--- src/rtl/outport_alloc_if.sv ---
// Request/grant/credit bundle between the input-port requesters and one output-port allocator.
interface outport_alloc_if #(
    parameter int NIN  = 5,
    parameter int NVC  = 2,
    parameter int VCW  = 1,
    parameter int CNTW = 3
);
    logic [NIN-1:0]      req;
    logic [NIN*VCW-1:0]  req_vc;
    logic [NIN-1:0]      valid_in;
    logic [NIN-1:0]      tail_in;
    logic [NVC-1:0]      credit_in;
    logic [NIN-1:0]      grant;
    logic [VCW-1:0]      grant_vc;
    logic                xfer;
    logic [NVC*CNTW-1:0] credit_cnt;
    logic                credit_err;

    modport master (
        output req, req_vc, valid_in, tail_in, credit_in,
        input  grant, grant_vc, xfer, credit_cnt, credit_err
    );

    modport slave (
        input  req, req_vc, valid_in, tail_in, credit_in,
        output grant, grant_vc, xfer, credit_cnt, credit_err
    );
endinterface

--- src/rtl/outport_alloc.sv ---
// Output-port switch allocator: round-robin, wormhole-locked arbitration over NIN
// requesters with one downstream credit counter per VC gating every flit transfer.
module outport_alloc_credit #(
    parameter int CNTW    = 3,
    parameter int CREDITS = 4
) (
    input  logic            clk,
    input  logic            rst_,
    input  logic            inc_i,
    input  logic            dec_i,
    output logic [CNTW-1:0] cnt_o,
    output logic            ovf_o
);
    logic [CNTW-1:0] cnt_q, cnt_d;

    // A return into a full counter is dropped and reported instead of wrapping.
    assign ovf_o = inc_i & ~dec_i & (cnt_q == CNTW'(CREDITS));
    assign cnt_o = cnt_q;

    always_comb begin
        cnt_d = cnt_q;
        if (inc_i & ~dec_i & ~ovf_o)
            cnt_d = cnt_q + CNTW'(1);
        else if (dec_i & ~inc_i)
            cnt_d = cnt_q - CNTW'(1);
    end

    always_ff @(posedge clk) begin
        if (rst_) cnt_q <= CNTW'(CREDITS);
        else      cnt_q <= cnt_d;
    end
endmodule

module outport_alloc #(
    parameter int NIN     = 5,
    parameter int NVC     = 2,
    parameter int VCW     = 1,
    parameter int CREDITS = 4,
    parameter int CNTW    = 3
) (
    input  logic          clk,
    input  logic          rst_,
    outport_alloc_if.slave bus
);
    localparam int PTRW = (NIN > 1) ? $clog2(NIN) : 1;

    typedef enum logic {IDLE, LOCKED} state_e;

    state_e                  state_q, state_d;
    logic [NIN-1:0]          grant_q, grant_d;
    logic [VCW-1:0]          grant_vc_q, grant_vc_d;
    logic [PTRW-1:0]         ptr_q, ptr_d;
    logic                    credit_err_q, credit_err_d;

    logic [NVC-1:0][CNTW-1:0] cnt;
    logic [NVC-1:0]          ovf, dec;
    logic [NIN-1:0]          eligible, elig_rot, win_oh;
    logic [2*NIN-1:0]        elig_dbl;
    logic                    any_elig;
    logic [PTRW:0]           win_sum;
    logic [PTRW-1:0]         win, owner;
    logic [VCW-1:0]          win_vc;
    logic                    own_valid, own_tail, own_credit, xfer;

    always_comb begin
        eligible = '0;
        for (int i = 0; i < NIN; i++)
            eligible[i] = bus.req[i] & (cnt[bus.req_vc[i*VCW +: VCW]] != '0);
    end

    // Rotate so bit 0 is the pointer position; the lowest set bit is the winner.
    assign elig_dbl = {eligible, eligible} >> ptr_q;
    assign elig_rot = elig_dbl[NIN-1:0];

    always_comb begin
        any_elig = 1'b0;
        win_sum  = '0;
        for (int k = 0; k < NIN; k++) begin
            if (!any_elig && elig_rot[k]) begin
                any_elig = 1'b1;
                win_sum  = {1'b0, ptr_q} + (PTRW+1)'(k);
            end
        end
        if (win_sum >= (PTRW+1)'(NIN))
            win_sum = win_sum - (PTRW+1)'(NIN);
    end

    assign win = win_sum[PTRW-1:0];

    always_comb begin
        win_oh = '0;
        win_vc = '0;
        owner  = '0;
        for (int i = 0; i < NIN; i++) begin
            win_oh[i] = any_elig & (win == PTRW'(i));
            if (win_oh[i])  win_vc = bus.req_vc[i*VCW +: VCW];
            if (grant_q[i]) owner  = PTRW'(i);
        end
    end

    assign own_valid  = |(bus.valid_in & grant_q);
    assign own_tail   = |(bus.tail_in & grant_q);
    assign own_credit = (cnt[grant_vc_q] != '0);
    assign xfer       = (state_q == LOCKED) & own_valid & own_credit;

    always_comb begin
        state_d    = state_q;
        grant_d    = grant_q;
        grant_vc_d = grant_vc_q;
        ptr_d      = ptr_q;
        case (state_q)
            IDLE: begin
                if (any_elig) begin
                    state_d    = LOCKED;
                    grant_d    = win_oh;
                    grant_vc_d = win_vc;
                end
            end
            LOCKED: begin
                // Only the owner's tail releases the port; its req level is irrelevant.
                if (xfer & own_tail) begin
                    state_d = IDLE;
                    grant_d = '0;
                    ptr_d   = (owner == PTRW'(NIN-1)) ? '0 : owner + PTRW'(1);
                end
            end
            default: begin
                state_d = IDLE;
                grant_d = '0;
            end
        endcase
    end

    assign credit_err_d = credit_err_q | (|ovf);

    always_ff @(posedge clk) begin
        if (rst_) begin
            state_q      <= IDLE;
            grant_q      <= '0;
            grant_vc_q   <= '0;
            ptr_q        <= '0;
            credit_err_q <= 1'b0;
        end else begin
            state_q      <= state_d;
            grant_q      <= grant_d;
            grant_vc_q   <= grant_vc_d;
            ptr_q        <= ptr_d;
            credit_err_q <= credit_err_d;
        end
    end

    for (genvar v = 0; v < NVC; v++) begin : g_vc
        assign dec[v] = xfer & (grant_vc_q == VCW'(v));
        outport_alloc_credit #(.CNTW(CNTW), .CREDITS(CREDITS)) u_credit (
            .clk   (clk),
            .rst_  (rst_),
            .inc_i (bus.credit_in[v]),
            .dec_i (dec[v]),
            .cnt_o (cnt[v]),
            .ovf_o (ovf[v])
        );
    end

    assign bus.grant      = grant_q;
    assign bus.grant_vc   = grant_vc_q;
    assign bus.xfer       = xfer;
    assign bus.credit_cnt = cnt;
    assign bus.credit_err = credit_err_q;
endmodule

--- src/flat_wrapper.sv ---
// flat-port wrapper written by rule: the top's interface ports become plain ports
module outport_alloc_flat 
#(
    parameter int NIN     = 5,
    parameter int NVC     = 2,
    parameter int VCW     = 1,
    parameter int CREDITS = 4,
    parameter int CNTW    = 3
)
  (clk, rst_, bus_req, bus_req_vc, bus_valid_in, bus_tail_in, bus_credit_in, bus_grant, bus_grant_vc, bus_xfer, bus_credit_cnt, bus_credit_err);
  outport_alloc_if #(.NIN(NIN), .NVC(NVC), .VCW(VCW), .CNTW(CNTW)) bus_i ();
  input  logic clk;
  input  logic rst_;
  input wire logic [$bits(bus_i.req)-1:0] bus_req;
  input wire logic [$bits(bus_i.req_vc)-1:0] bus_req_vc;
  input wire logic [$bits(bus_i.valid_in)-1:0] bus_valid_in;
  input wire logic [$bits(bus_i.tail_in)-1:0] bus_tail_in;
  input wire logic [$bits(bus_i.credit_in)-1:0] bus_credit_in;
  output wire logic [$bits(bus_i.grant)-1:0] bus_grant;
  output wire logic [$bits(bus_i.grant_vc)-1:0] bus_grant_vc;
  output wire logic [$bits(bus_i.xfer)-1:0] bus_xfer;
  output wire logic [$bits(bus_i.credit_cnt)-1:0] bus_credit_cnt;
  output wire logic [$bits(bus_i.credit_err)-1:0] bus_credit_err;
  assign bus_i.req = bus_req;
  assign bus_i.req_vc = bus_req_vc;
  assign bus_i.valid_in = bus_valid_in;
  assign bus_i.tail_in = bus_tail_in;
  assign bus_i.credit_in = bus_credit_in;
  assign bus_grant = bus_i.grant;
  assign bus_grant_vc = bus_i.grant_vc;
  assign bus_xfer = bus_i.xfer;
  assign bus_credit_cnt = bus_i.credit_cnt;
  assign bus_credit_err = bus_i.credit_err;
  outport_alloc #(.NIN(NIN), .NVC(NVC), .VCW(VCW), .CREDITS(CREDITS), .CNTW(CNTW)) u_core (.clk(clk), .rst_(rst_), .bus(bus_i));
endmodule
--- config.mk ---
export PLATFORM = sky130hd
export DESIGN_NAME = outport_alloc_flat
export DESIGN_NICKNAME = d
export VERILOG_FILES = /design/src/rtl/outport_alloc_if.sv /design/src/rtl/outport_alloc.sv /design/src/flat_wrapper.sv
export SDC_FILE = /design/constraint.sdc
export NUM_CORES = 1
export LEC_CHECK = 0
export ABC_AREA = 0
export BUFFER_PORTS_ARGS = -buffer_cell sky130_fd_sc_hd__buf_2
export CORE_ASPECT_RATIO = 1.2
export CORE_MARGIN = 2
export CORE_UTILIZATION = 61
export DETAILED_ROUTE_END_ITERATION = 16
export PLACE_DENSITY_LB_ADDON = 0.05
export SYNTH_ARGS = -nofsm -noshare
export SYNTH_HDL_FRONTEND = slang
export SYNTH_HIERARCHICAL = 1
export SYNTH_SLANG_ARGS = --single-unit
--- constraint.sdc ---
create_clock -name clk -period 11.9 [get_ports clk]
set_clock_uncertainty 0.05 [all_clocks]
set_input_delay 3.57 -clock clk [delete_from_list [all_inputs] [get_ports clk]]
set_output_delay 3.57 -clock clk [all_outputs]
set_load 0.01 [all_outputs]
==> flow_metrics.py <==
metrics = {
    "run_status": {
        "status": "complete, no violations",
    },
    "logic_synthesis": {
        "yosysSeqAreaShare_pct": 16.7,
        "synth_cell_type_count": 68,
        "synth_cells": 258,
        "yosys.area_share.xor_xnor_pct": 1.72,
        "synth_area_per_cell_um2": 7.90,
        "synth_area_mm2": 0.00204,
        "synth_top_family_by_area": "simple AND/OR/NAND/NOR gates",
        "synth-simple-area-share_pct": 36.8,
        "synth-seq-cells": 17,
        "async_flop_share_pct": 0,
        "synth_compound_area_share_pct": 28.7,
        "muxShareOfSynthArea_pct": 6.08,
        "synth_ff_type": "dfxtp_1",
        "synth_top_area_share_pct": 16.7,
        "synth_edf_count": 0,
        "yosys_warnings": 6,
        "synth_fa_ha_area_share_pct": 6.26,
        "syn_nets": 291,
        "synth.largest_area_cell": "dfxtp_1",
        "synth_area_leaders": "dfxtp_1, a21oi_1, nand3b_1",
    },
    "global_route": {
        "grt_pass1_wl_mm": 8.59,
        "antenna_found_initial": 0,
        "overflow": 0,
        "grt_pass1_vias": 1906,
        "grt.met2_usage_pct": 53.3,
        "grt_busiest_layer": "met2",
        "grt_usage_pct": 27.7,
        "met3_usage_pct": 2.11,
        "grt_start_max_net_pins": 30,
        "use_met1_pct": 33.4,
    },
    "worst_setup_path": {
        "r2r_slack_ns": 7.18,
        "crit_slowest_cell": "a222oi_1",
        "rr_worst_depth": 14,
        "slowest_delay_ns": 0.35,
        "worst-path-buf-inv": 3,
        "crit_type": "input pin to output port",
        "crit_arrival_ns": 4.52,
        "crit_family": "compound AO/OA/AOI/OAI gates",
        "critPathMostFrequentCell": "buf_2",
        "critPathCaptureType": "output port",
        "worstSetupStartpointType": "input pin",
        "cp.required_ns": 8.28,
        "cp_cell_sequence": "buf_2 -> a222oi_1 -> a21oi_1 -> o21ai_0 -> inv_1 -> buf_2",
        "r2r_start": "u_core/ptr_q[0]",
        "r2r_end": "u_core/bus.grant[1]",
        "critPathMaxFanout": 3,
    },
    "clocking": {
        "numCtsBuffers": 3,
        "post_cts_buffers": 0,
        "ctsLongestPathBuffers": 2,
        "cts_root_buf": "clkbuf_8",
        "cts_tree": "built",
        "path_clk_slew_ns": 0.07,
        "ctsHoldBuffers": 0,
        "cts_sinks": 17,
        "insertion_delay_ns": 0.25,
        "cts_resized": 0,
        "htreeDepth": 1,
    },
    "sta": {
        "finalMaxSlewViolations": 0,
        "rsz0062_at_grt": "false",
        "finalHoldViolCount": 0,
        "tightest_slew_ns": 0.849,
        "post-route-min-period_ns": 8.14,
        "setup_viol": 0,
        "max_freq_mhz": 123,
        "relSlewSlack_pct": 43.4,
        "tns_ns": 0,
        "finalCritPeriodShare_pct": 68.4,
    },
    "drt": {
        "totalWireLength_mm": 5.04,
        "post_drt_wl_per_cell_um": 15.4,
        "dr.pass1.iters": 4,
        "ant_nets": 0,
        "vias": 2071,
        "drc_errors": 0,
        "via_per_inst": 6.31,
        "drt_iter0_drc": 121,
    },
    "pwr": {
        "cellPowerDensity_mw_per_mm2": 120,
        "power.internal_mw": 0.158,
        "totalPowerFinal_mw": 0.272,
        "pwr-share-seq_pct": 29.4,
        "switching_share_pct": 42.0,
        "peakVddDrop_mv": 0.0802,
        "clockPowerShare_pct": 16.1,
        "switching_power_mw": 0.114,
        "leakage_nw": 0.905,
        "p_comb_share_pct": 54.6,
    },
    "floorplan": {
        "fp.dieW_um": 56.8,
        "start_util_pct": 62.1,
        "fp.coreArea_mm2": 0.00328,
        "num_rows": 23,
        "dieArea_mm2": 0.00382,
        "io_pins": 38,
        "die_y_um": 67.3,
    },
    "min_path": {
        "hold_path_end": "u_core/bus.credit_err",
        "hold_class": "register to register",
        "hold_path_startpoint": "u_core/bus.credit_err",
        "hold_depth": 2,
    },
    "place": {
        "placed_area_mm2": 0.00223,
        "dp_hpwl_mm": 3.83,
        "gp_congestion": 0.929,
        "dp.cells": 324,
        "numPortBuffers": 37,
    },
    "cells_and_area": {
        "drive_gt1_share_pct": 24.7,
        "final_core_util_pct": 69.3,
        "area_growth_syn_to_layout_pct": 11.5,
        "layout.cells.non_filler": 328,
        "multi_input_area_mm2": 0.00162,
        "nFillCells": 296,
        "n_antenna_cell": 0,
        "layout.nets": 325,
        "finalInstanceArea_mm2": 0.00227,
        "ff_latch_area_um2": 340,
    },
    "run": {
        "cap_violations": 0,
    },
}
-- placed cells by master (no fill, tap or decap), drive strengths merged, types with 3 or more instances in the layout --
cell type and instances:
o211ai 7, and2 3, inv 9, nand3b 12
nor2b 10, clkbuf 3, a211oi 3, nor3 16
ha 7, dfxtp 17, mux2i 6, nor3b 6
mux2 5, nand3 10, a22oi 5, a31oi 4
buf 37, or2 4, or3 6, and2b 4
nand2 13, o21ai 9, or3b 8, nor2 23
a21oi 21, xnor2 3
-- logic make-up after synthesis --
kind of cell             Yosys count
adder cells (fa/ha/maj)            9
XOR/XNOR                           4
flip-flops                        17
AO/OA/AOI/OAI                     78
buffers and inverters             17
AND/OR/NAND/NOR                  122
multiplexers                      11
-- routing by layer --
metal  wire, um  vias up  part of all wire (%)
met4         37        0                  0.73
met2       2580       55                    51
li1           -     1058                     -
met5          0        -                     0
met3        190        4                   3.8
met1       2230      954                    44
-- layout make-up --
cell class | instances | area share (%)
repair buffers | 37 | 8.15
inverters | 9 | 1.49
multi-input cells | 224 | 71.3
flip-flops and latches | 17 | 15.0
clock buffers | 3 | 1.82
clock inverters | 1 | 0.220
well taps | 37 | 2.04
-- how the worst max path moves through the flow --
stage | start | endpoint | slack, ns | depth (start not counted)
after floorplan | bus_valid_in[1] | bus_xfer | 4.09 | 4
after global placement | bus_valid_in[1] | bus_xfer | 3.77 | 6
after detailed placement | bus_valid_in[1] | bus_xfer | 3.75 | 6
after CTS | bus_valid_in[1] | bus_xfer | 3.75 | 6
after global routing | bus_valid_in[1] | bus_xfer | 3.69 | 6
final | bus_valid_in[1] | bus_xfer | 3.76 | 6
-- power by group through the flow --
stage / combinational, mW / sequential, mW / clock (mW)
finish: 0.149 / 0.0801 / 0.0437
global route: 0.163 / 0.0828 / 0.0465
CTS: 0.147 / 0.0800 / 0.0446
detailed placement: 0.146 / 0.0813 / 0
global placement: 0.144 / 0.0811 / 0
floorplan: 0.110 / 0.0823 / 0
-- flip-flops by register name, indices dropped and copies added, names as in the netlist --
register / count
u_core/ptr_q: 3
u_core/bus.credit_err: 1
u_core/bus.grant: 5
u_core/bus.grant_vc: 1
u_core/g_vc.u_credit/cnt_o: 6
u_core/state_q: 1
-- worst reg2reg max path, delay by kind of cell (launching register included) --
kind,cells,cell delay [ns]
AND/OR/NAND/NOR,6,1.81
AO/OA/AOI/OAI,4,0.96
flip-flops,1,0.88
multiplexers,2,0.69
adder cells (fa/ha/maj),1,0.18
buffers and inverters,1,0.08
-- stage by stage --
step / worst slack, ns / hold WS, ns
2_1_floorplan: 4.09 / 0.450
3_3_place_gp: 3.77 / 0.401
3_5_place_dp: 3.75 / 0.408
4_1_cts: 3.75 / 0.435
5_1_grt: 3.69 / 0.462
6_report: 3.76 / 0.436
-- synthesized netlist by cell type, types with 7 or more instances --
master     n
a21oi_1   18
dfxtp_1   17
ha_1       7
inv_1      9
nand2_1   13
nand3_1   10
nand3b_1  12
nor2_1    22
nor2b_1    9
nor3_1    12
o211ai_1   7
o21ai_0    8
Power figures use the tool's default switching activity.
